--- src/rtl/bpred_upd_arb_if.sv ---
// Request, flush/hold and update bundle for the branch predictor update arbiter.
// master = requester/predictor side, slave = the arbiter.
interface bpred_upd_arb_if #(
  parameter int DEPTH = 4
);
  localparam int PTR_W = $clog2(DEPTH);

  logic        a_valid;
  logic        a_ready;
  logic [31:0] a_eip;
  logic [31:0] a_target;
  logic        a_taken;
  logic        a_mispred;

  logic        b_valid;
  logic        b_ready;
  logic [31:0] b_eip;
  logic [31:0] b_target;
  logic        b_taken;
  logic        b_mispred;

  logic        flush;
  logic        hold;

  logic        update_valid;
  logic [31:0] update_eip;
  logic [31:0] update_target;
  logic        update_taken;
  logic        update_mispred;
  logic [PTR_W:0] count;

  modport master (
    output a_valid, a_eip, a_target, a_taken, a_mispred,
    output b_valid, b_eip, b_target, b_taken, b_mispred,
    output flush, hold,
    input  a_ready, b_ready,
    input  update_valid, update_eip, update_target,
    input  update_taken, update_mispred, count
  );

  modport slave (
    input  a_valid, a_eip, a_target, a_taken, a_mispred,
    input  b_valid, b_eip, b_target, b_taken, b_mispred,
    input  flush, hold,
    output a_ready, b_ready,
    output update_valid, update_eip, update_target,
    output update_taken, update_mispred, count
  );
endinterface

--- src/rtl/bpred_upd_arb.sv ---
// Round-robin A/B branch update arbiter feeding an in-order update FIFO.
// Optional same-cycle bypass on an empty queue: BPRED_UPD_BYPASS_EN.
module bpred_upd_arb #(
  parameter int DEPTH = 4
) (
  input logic           CLK,
  input logic           reset,
  bpred_upd_arb_if.slave bus
);
  localparam int PTR_W = $clog2(DEPTH);
  localparam logic [PTR_W:0] FULL = (PTR_W+1)'(DEPTH);

  typedef struct packed {
    logic [31:0] eip;
    logic [31:0] target;
    logic        taken;
    logic        mispred;
  } ent_t;

  ent_t             mem [DEPTH];
  logic [PTR_W-1:0] wr_ptr;
  logic [PTR_W-1:0] rd_ptr;
  logic [PTR_W:0]   cnt;
  logic [PTR_W:0]   cnt_nxt;
  logic             last_grant;

  logic arb_ok;
  logic gnt_a;
  logic gnt_b;
  logic enq;
  logic deq;
  logic byp;
  logic wr;
  ent_t req;
  ent_t upd;

  // Full blocks grants even when a dequeue frees a slot this cycle.
  assign arb_ok = reset & ~bus.flush & (cnt != FULL);
  assign gnt_a  = arb_ok & bus.a_valid
                & (~bus.b_valid | last_grant);
  assign gnt_b  = arb_ok & bus.b_valid
                & (~bus.a_valid | ~last_grant);
  assign enq    = gnt_a | gnt_b;
  assign deq    = reset & ~bus.flush & ~bus.hold
                & (cnt != '0);

`ifdef BPRED_UPD_BYPASS_EN
  assign byp = enq & ~bus.hold & (cnt == '0);
`else
  assign byp = 1'b0;
`endif

  assign wr = enq & ~byp;

  assign req = gnt_b
    ? {bus.b_eip, bus.b_target, bus.b_taken, bus.b_mispred}
    : {bus.a_eip, bus.a_target, bus.a_taken, bus.a_mispred};

  always_comb begin
    upd = '0;
    unique case (1'b1)
      deq:     upd = mem[rd_ptr];
      byp:     upd = req;
      default: upd = '0;
    endcase
  end

  assign bus.a_ready        = gnt_a;
  assign bus.b_ready        = gnt_b;
  assign bus.update_valid   = deq | byp;
  assign bus.update_eip     = upd.eip;
  assign bus.update_target  = upd.target;
  assign bus.update_taken   = upd.taken;
  assign bus.update_mispred = upd.mispred;
  assign bus.count          = cnt;

  assign cnt_nxt = cnt
                 + {{PTR_W{1'b0}}, wr}
                 - {{PTR_W{1'b0}}, deq};

  always_ff @(posedge CLK) begin
    if (!reset) begin
      cnt        <= '0;
      wr_ptr     <= '0;
      rd_ptr     <= '0;
      last_grant <= 1'b1;
    end else if (bus.flush) begin
      cnt    <= '0;
      wr_ptr <= '0;
      rd_ptr <= '0;
    end else begin
      cnt <= cnt_nxt;
      if (wr)  wr_ptr <= wr_ptr + PTR_W'(1);
      if (deq) rd_ptr <= rd_ptr + PTR_W'(1);
      if (enq) last_grant <= gnt_b;
    end
  end

  // Storage is never cleared; only pointers and count are.
  always_ff @(posedge CLK) begin
    if (wr) mem[wr_ptr] <= req;
  end
endmodule
--- src/flat_wrapper.sv ---
// flat-port wrapper written by rule: the top's interface ports become plain ports
module bpred_upd_arb_flat 
#(
  parameter int DEPTH = 4
)
  (CLK, reset, bus_a_valid, bus_a_eip, bus_a_target, bus_a_taken, bus_a_mispred, bus_b_valid, bus_b_eip, bus_b_target, bus_b_taken, bus_b_mispred, bus_flush, bus_hold, bus_a_ready, bus_b_ready, bus_update_valid, bus_update_eip, bus_update_target, bus_update_taken, bus_update_mispred, bus_count);
  bpred_upd_arb_if #(.DEPTH(DEPTH)) bus_i ();
  input logic CLK;
  input logic reset;
  input wire logic [$bits(bus_i.a_valid)-1:0] bus_a_valid;
  input wire logic [$bits(bus_i.a_eip)-1:0] bus_a_eip;
  input wire logic [$bits(bus_i.a_target)-1:0] bus_a_target;
  input wire logic [$bits(bus_i.a_taken)-1:0] bus_a_taken;
  input wire logic [$bits(bus_i.a_mispred)-1:0] bus_a_mispred;
  input wire logic [$bits(bus_i.b_valid)-1:0] bus_b_valid;
  input wire logic [$bits(bus_i.b_eip)-1:0] bus_b_eip;
  input wire logic [$bits(bus_i.b_target)-1:0] bus_b_target;
  input wire logic [$bits(bus_i.b_taken)-1:0] bus_b_taken;
  input wire logic [$bits(bus_i.b_mispred)-1:0] bus_b_mispred;
  input wire logic [$bits(bus_i.flush)-1:0] bus_flush;
  input wire logic [$bits(bus_i.hold)-1:0] bus_hold;
  output wire logic [$bits(bus_i.a_ready)-1:0] bus_a_ready;
  output wire logic [$bits(bus_i.b_ready)-1:0] bus_b_ready;
  output wire logic [$bits(bus_i.update_valid)-1:0] bus_update_valid;
  output wire logic [$bits(bus_i.update_eip)-1:0] bus_update_eip;
  output wire logic [$bits(bus_i.update_target)-1:0] bus_update_target;
  output wire logic [$bits(bus_i.update_taken)-1:0] bus_update_taken;
  output wire logic [$bits(bus_i.update_mispred)-1:0] bus_update_mispred;
  output wire logic [$bits(bus_i.count)-1:0] bus_count;
  assign bus_i.a_valid = bus_a_valid;
  assign bus_i.a_eip = bus_a_eip;
  assign bus_i.a_target = bus_a_target;
  assign bus_i.a_taken = bus_a_taken;
  assign bus_i.a_mispred = bus_a_mispred;
  assign bus_i.b_valid = bus_b_valid;
  assign bus_i.b_eip = bus_b_eip;
  assign bus_i.b_target = bus_b_target;
  assign bus_i.b_taken = bus_b_taken;
  assign bus_i.b_mispred = bus_b_mispred;
  assign bus_i.flush = bus_flush;
  assign bus_i.hold = bus_hold;
  assign bus_a_ready = bus_i.a_ready;
  assign bus_b_ready = bus_i.b_ready;
  assign bus_update_valid = bus_i.update_valid;
  assign bus_update_eip = bus_i.update_eip;
  assign bus_update_target = bus_i.update_target;
  assign bus_update_taken = bus_i.update_taken;
  assign bus_update_mispred = bus_i.update_mispred;
  assign bus_count = bus_i.count;
  bpred_upd_arb #(.DEPTH(DEPTH)) u_core (.CLK(CLK), .reset(reset), .bus(bus_i));
endmodule
--- config.mk ---
export PLATFORM = sky130hd
export DESIGN_NAME = bpred_upd_arb_flat
export DESIGN_NICKNAME = d
export VERILOG_FILES = /design/src/rtl/bpred_upd_arb_if.sv /design/src/rtl/bpred_upd_arb.sv /design/src/flat_wrapper.sv
export SDC_FILE = /design/constraint.sdc
export NUM_CORES = 1
export LEC_CHECK = 0
export ABC_CLOCK_PERIOD_IN_PS = 7390
export CAP_MARGIN = 25
export CORE_UTILIZATION = 35
export CTS_CLUSTER_DIAMETER = 150
export DETAILED_ROUTE_END_ITERATION = 12
export MAX_ROUTING_LAYER = met4
export PLACE_DENSITY = 0.61
export SKIP_LAST_GASP = 1
export SYNTH_ARGS = -nofsm -noshare
export SYNTH_HDL_FRONTEND = slang
export SYNTH_SLANG_ARGS = --single-unit
--- constraint.sdc ---
create_clock -name CLK -period 7.39 [get_ports CLK]
set_clock_uncertainty 0.15 [all_clocks]
set_input_delay 1.478 -clock CLK [delete_from_list [all_inputs] [get_ports CLK]]
set_output_delay 1.478 -clock CLK [all_outputs]
set_load 0.01 [all_outputs]
* Word-level counts from Yosys, hierarchy flattened
Memories as Yosys holds them, arrays and structs flattened. A register that Yosys moved wholly into a read port is not among the register bits.
Index checks and enable logic that the tools add are counted.
** Cells by class
- Mux-type cells :: 6
- Bitwise gates (word level) :: 17
- Equality and inequality tests :: 1
- Add/subtract/negate cells :: 4
- Reduce and logical (&&, ||, !) cells :: 3
** Operator list (count)
- two-way mux 66 bit :: 2
- AND 1 bit :: 8
- NOT 1 bit :: 6
- adder 2 x 1 -> 2 bit (second input constant) :: 2
- two-way mux 2 bit :: 2
- adder 3 x 1 -> 3 bit :: 1
- inequality test 3 bit (second input constant) :: 1
- OR 1 bit :: 3
- nonzero test 3 bit :: 1
- subtractor 3 x 1 -> 3 bit :: 1
- two-way mux 1 bit :: 2
- AND reduction 2 bit :: 1
- OR reduction 2 bit :: 1
** Word-level totals
- Memories kept :: 1
- Logic and storage cells :: 36
- Bits of input ports :: 138
- RAM bits :: 264
- Output and inout port bits :: 72
- Register bits :: 8
** Memories
- u_core.mem :: words 4, width 66, read ports 1, clocked after memory_dff 1, wr ports 1, RTL line bpred_upd_arb.sv:20 : ent_t mem [DEPTH];

* Logic depth before layout (Yosys ltp)
Gate-level depths: netlist of the first run.
- Depth in word-level cells :: 8
- Gate-level depth with buffers :: 13
- Mapped depth without buffers :: 11

* Worst setup path before layout of the first run
Ideal clock, no wire load.
- Path kind :: input-to-output
- From :: input port bus_flush
- To :: output port bus_update_eip[14]
- Path slack :: 3.019 ns
- Arrival :: 2.743 ns
- Buffers on the path :: 3
- Stages :: 6
- Data required time :: 5.762 ns
- Path through :: nand2b_4 buf_6 or3_1 clkbuf_1 clkbuf_1 and2b_1
** On the way
- Longest elaborated chain between the ends :: 5
** RTL lines
- start: declaration :: RTL line flat_wrapper.sv:20 : input wire logic [$bits(bus_i.flush)-1:0] bus_flush;
- NOT 1 bit :: RTL line bpred_upd_arb.sv:44 : assign deq = reset & ~bus.flush & ~bus.hold
- AND 1 bit (2 in series) :: RTL line bpred_upd_arb.sv:44
- AND 1 bit :: RTL line bpred_upd_arb.sv:45 : & (cnt != '0);
- two-way mux 66 bit :: RTL line bpred_upd_arb.sv:61 : unique case (1'b1)
- end: declaration :: RTL line flat_wrapper.sv:25 : output wire logic [$bits(bus_i.update_eip)-1:0] bus_update_eip;
No other way between the ends.

* Worst setup path in the final report of the first run
- From :: input port bus_flush
- To :: output port bus_update_eip[24]
The elaborated chain is that of the path after synthesis.

==> summary.txt, run 1 <==
Grt ovf -> 0
Core area -> 31700 um^2
Drt via density -> 4.82
Data required, critical path -> 5760 ps
DRC viols -> 0
Hold WS -> 344 ps
Final setup violation count -> 0
Period minus WS final -> 5470 ps
Total number of vias -> 5777
RSZ-0062 raised after global routing -> no
Drt first-iter violations -> 238
FMAX -> 183 MHz
FF+latch count, synth -> 274
TritonCTS buffer count -> 29
Non-filler instance count after layout -> 1198
Hold Fails Final Rpt -> 0
Initial antenna violation count -> 0
Fin worst setup slack -> 1920 ps
Number of global-route vias before repair -> 6138
FFs w/ async S/R, synth -> 0%
CP Max Fanout -> 36
Post-DP HPWL -> 13900 um
Mapped cell area -> 11300 um^2
H-tree depth -> 1
Synth cell types -> 31
CP endpoint kind -> primary output
Leak Pwr -> 4.70 nW
Input/output buffers -> 209
Std-Cell Rows -> 65
CTS tree -> built
Die height -> 182 um
Synthesized instance count -> 552
Fillers -> 2731
Post-synth EDFFs -> 264
Hold Buf Count CTS -> 0
Slew @ Worst Pin -> 617 ps
Largest net degree at the start of global routing -> 47
Crit path arrival time -> 3840 ps
Die width -> 182 um
WL/cell -> 18.9 um
Drt pass-1 iters -> 6
Sequential fraction of the synthesis area -> 71.8%
Post-DRT Antenna Nets -> 0
Placed Cells -> 1144
Post-CTS Setup Bufs -> 0
IO Pins -> 210
Setup TNS -> 0 ps
Hold/Removal Path Class -> flip-flop to flip-flop
ANT cells -> 0
Starting Density -> 35.7%
Power per standard cell area -> 221 nW/um^2
Max Cap Viol -> 0
First-pass GRT wire length -> 35100 um
Share of cells above drive strength 1 -> 20.5%
Avg Synthesized Cell Area -> 20.5 um^2
Clock slew at reported path FFs -> 50 ps
Number of slew-limit violations in the final report -> 0
Worst VDD drop -> 0.144 mV
CTS Sinks -> 274
Nets -> 919
Syn Nets -> 697
Status -> complete, no violations
Final wirelength -> 22700 um
Worst slew margin -> 58.7%
Dpl ws -> 1900 ps
Later-pin clock latency in the skew report -> 530 ps
GRT Total Usage -> 14.3%
CTS resizes -> 0
Area growth from synthesis to layout -> 31.0%
Die area -> 33100 um^2
Startpoint types -> primary input
Multi-input gate area -> 3010 um^2
GPL Wtd Cong -> 0.720
Synthesis warning total -> 0
Period Utilization, post-route -> 74.0%
Max Buffers Root-to-Sink -> 3
Sequential cell area -> 8140 um^2
CP Class -> primary input to primary output
Util after Layout -> 46.8%
Prevailing post-synth register cell -> edfxtp_1
Root Buffer -> clkbuf_16
## layout by cell type (no fill, tap or decap), types with 2 or more instances in the layout
| cell | n |
|---|---|
| mux2_1 | 29 |
| bufinv_16 | 2 |
| ha_1 | 6 |
| nor2_1 | 3 |
| edfxtp_1 | 264 |
| and2b_1 | 12 |
| clkinv_2 | 7 |
| or4_1 | 2 |
| nand2_1 | 2 |
| o21ai_0 | 5 |
| clkinv_1 | 7 |
| nand2b_1 | 2 |
| nor3_1 | 4 |
| nor2b_1 | 55 |
| clkdlybuf4s50_1 | 209 |
| dfxtp_4 | 2 |
| inv_1 | 7 |
| and2_4 | 4 |
| dfxtp_1 | 8 |
| o211ai_1 | 3 |
| clkbuf_1 | 7 |
| and2_1 | 2 |
| clkbuf_16 | 29 |
| mux2_2 | 37 |
| buf_12 | 2 |
| buf_16 | 4 |
| mux4_2 | 66 |
| buf_4 | 5 |
## per-layer routing
layer	GRT usage, %	wire length [um]	share of wire, %
met5	-	0	0
met4	3.06	413	1.8
met3	2.63	1180	5.2
met2	22.8	10600	47
met1	19.3	10500	46
## worst max-delay path: stages
cell	delay [ps]
clkdlybuf4s50_1	450
nand2b_4	210
or3_2	650
buf_12	260
nor2b_1	190
clkdlybuf4s50_1	580
## sequential cells by signal, summed over array words and instances (netlist names), named ones only
register           count
u_core.bus.count       3
u_core.last_grant      1
u_core.mem           264
u_core.rd_ptr          2
u_core.wr_ptr          2
## layout make-up
cell class                      count  area share (%)
Clock buffer                       36            5.07
Clock inverter                     17           0.877
Inverter                            7           0.177
Multi-Input combinational cell    242            20.3
Sequential cell                   274            54.8
Tap cell                          402            3.39
Timing Repair Buffer              220            15.4
## report_power, final
group          switching, mW  internal (mW)  total, mW
Sequential           0.00706           1.74       1.75
Clock                  0.566          0.786       1.35
Combinational         0.0742          0.116      0.190
## logic make-up after synthesis
group / count (synthesis) / synth area share [%]
flip-flops: 274 / 71.8
multiplexers: 132 / 19.7
AND/OR/NAND/NOR: 91 / 5.14
buffers and inverters: 36 / 1.72
AO/OA/AOI/OAI: 11 / 0.773
adder cells (fa/ha/maj): 7 / 0.840
XOR/XNOR: 1 / 0.0773
## synth_stat cells, drive strengths merged (3+ instances only)
cell    count  area, um^2
o21ai       5        25.0
buf        16         110
mux2       66         743
edfxtp    264        7930
nand2b      3        26.3
o211ai      3        22.5
nor2        3        11.3
mux4       66        1490
and2b      12        90.1
dfxtp      10         200
and2        6        37.5
nor3        4        20.0
clkbuf     11        41.3
nor2b      55         344
inv         7        26.3
ha          6        75.1
## through the flow
stage,area [um^2],power (mW)
after global placement,13800,1.97
after CTS,14800,3.33
after floorplan,11300,1.86
after detailed placement,13900,1.97
final,14800,3.29
after global routing,14800,3.40
## path summary, 6_finish.rpt
path                  startpoint                  end  slack (ps)  cells past startpoint
max                    bus_flush   bus_update_eip[24]        1920                      6
min             u_core.rd_ptr[1]            flip-flop         340                      2
max reg2reg  u_core.bus.count[1]  u_core.bus.count[2]        4240                     12
min reg2reg     u_core.rd_ptr[1]            flip-flop         340                      2
Note: power is estimated with default switching activity, not from simulation.
==> run 2, diff against run 1 <==
- ABC_CLOCK_PERIOD_IN_PS: 7390 -> 5400
- clock period: 7.39 -> 5.4 ns (I/O delays scaled with it)
==> summary.txt, run 2 (synthesized netlist as in run 1, its figures left out) <==
Status -> complete, no violations
GPL Wtd Cong -> 0.716 (-0.56%)
CTS Sinks -> 274 (unchanged)
Hold Fails Final Rpt -> 0 (unchanged)
RSZ-0062 raised after global routing -> no
FMAX -> 213 MHz
ANT cells -> 0 (unchanged)
Die area -> 33100 um^2 (unchanged)
Max reg flops -> 264 (unchanged)
Grt ovf -> 0 (unchanged)
WL/cell -> 19.5 um (+3.1%)
Final setup violation count -> 0 (unchanged)
Final wirelength -> 23400 um (+3.0%)
Placed cell areas -> 13900 um^2 (-0.29%)
Slowest stage delay, CP -> 530 ps (-120 ps)
Slew @ Worst Pin -> 830 ps (+212 ps)
Crit path arrival time -> 3470 ps (-370 ps)
Worst hold path depth -> 1 (-1)
Std-Cell Rows -> 65 (unchanged)
Die width -> 182 um (unchanged)
Setup TNS -> 0 ps (unchanged)
DRC viols -> 0 (unchanged)
Commonest non-fill, non-tap cell in the layout -> edfxtp_1
TritonCTS buffer count -> 29 (unchanged)
Hold Buf Count CTS -> 0 (unchanged)
CP Max Fanout -> 69 (+92%)
Die height -> 182 um (unchanged)
Nets -> 920 (+0.11%)
CTS tree -> built
Leak Pwr -> 4.68 nW (-0.34%)
Drt pass-1 iters -> 4 (-2)
Hold/Removal Path Class -> flip-flop to flip-flop
Area growth from synthesis to layout -> 30.7%
Power per standard cell area -> 304 nW/um^2 (+37%)
Clock slew at reported path FFs -> 60 ps (about the same)
Most frequent cells in the layout -> edfxtp_1 (264), clkdlybuf4s50_1 (209), mux4_2 (66)
Post-DRT Antenna Nets -> 0 (unchanged)
Max Cap Viol -> 0 (unchanged)
Number of global-route vias before repair -> 6190 (+0.85%)
Period minus WS final -> 4700 ps
GRT Total Usage -> 14.6% (+0.24 points)
Data required, critical path -> 4170 ps (-1590 ps)
First-pass GRT wire length -> 35600 um (+1.6%)
Post-CTS Setup Bufs -> 0 (unchanged)
Max Buffers Root-to-Sink -> 3 (unchanged)
Input/output buffers -> 209 (unchanged)
Drt via density -> 4.88 (+1.1%)
Total number of vias -> 5838 (+1.1%)
H-tree depth -> 1 (unchanged)
Root Buffer -> clkbuf_16
IO Pins -> 210 (unchanged)
Worst-path cell chain -> clkdlybuf4s50_1 > nand2b_4 > or3_2 > buf_4 > and2b_1 > clkdlybuf4s50_1
Initial antenna violation count -> 0 (unchanged)
Register name with the most flops -> u_core.mem
Share of cells above drive strength 1 -> 20.6% (+0.15 points)
CP max stage cell -> clkdlybuf4s50_1
Util after Layout -> 46.7% (-0.12 points)
Period Utilization, post-route -> 87.0%
Worst Reg-to-Reg Cells -> 12 (unchanged)
CP Class -> primary input to primary output
Fillers -> 2721 (-0.37%)
Number of slew-limit violations in the final report -> 0 (unchanged)
Post-Layout Inst Area -> 14800 um^2 (-0.26%)
Starting Density -> 35.7% (unchanged)
Post-DP HPWL -> 14000 um (+0.32%)
Later-pin clock latency in the skew report -> 530 ps (about the same)
Largest net degree at the start of global routing -> 70 (+49%)
Worst VDD drop -> 0.171 mV (+19%)
CTS resizes -> 0 (unchanged)
Most used cell, CP -> clkdlybuf4s50_1
Startpoint types -> primary input
Core area -> 31700 um^2 (unchanged)
CP endpoint kind -> primary output
Drt first-iter violations -> 316 (+33%)
Worst slew margin -> 44.7% (-14 points)
[run 2: path summary, 6_finish.rpt]
kind                  startpoint                   to  slack [ps]
min             u_core.rd_ptr[0]     u_core.rd_ptr[0]         350
max reg2reg  u_core.bus.count[1]  u_core.bus.count[2]        1950
min reg2reg     u_core.rd_ptr[0]     u_core.rd_ptr[0]         350
max                    bus_flush   bus_update_eip[15]         700
[run 2: critical path, delay by kind of cell]
family,cells,cell delay [ps]
buf+inv,3,1370
simple gates,3,990
[run 2: area by class of cell]
| class | count | area, um^2 | area share, % |
|---|---|---|---|
| flip-flops and latches | 274 | 8140 | 55.0 |
| inverters | 7 | 26.3 | 0.178 |
| well taps | 402 | 503 | 3.40 |
| repair buffers | 221 | 2240 | 15.1 |
| clock buffers | 33 | 741 | 5.00 |
| multi-input cells | 242 | 3010 | 20.4 |
| clock inverters | 18 | 143 | 0.964 |
[run 2: per-stage QoR]
| stage | cells | worst slack (ps) | hold WS, ps | power [mW] |
|---|---|---|---|---|
| after CTS | 1196 | 635 | 349 | 4.55 |
| after detailed placement | 1145 | 640 | 341 | 2.70 |
| after global routing | 1197 | 574 | 393 | 4.65 |
| final | 1197 | 702 | 351 | 4.50 |
| after global placement | 1145 | 664 | 324 | 2.69 |
| after floorplan | 552 | 1560 | 316 | 2.55 |
[run 2: report_power, final]
group	leakage, nW	internal (mW)	switching (mW)
combinational	1.78	0.158	0.102
sequential	2.47	2.38	0.0114
clock	0.433	1.07	0.774
total	4.68	3.61	0.887
[run 2: routing by layer]
metal  GRT usage [%]  wire [um]  vias to the layer above
li1                -          -                     2659
met1            19.8      10700                     2962
met2            23.2      11000                      194
met3            2.57       1320                       23
met4            2.82        247                        0
met5               -          0                        -
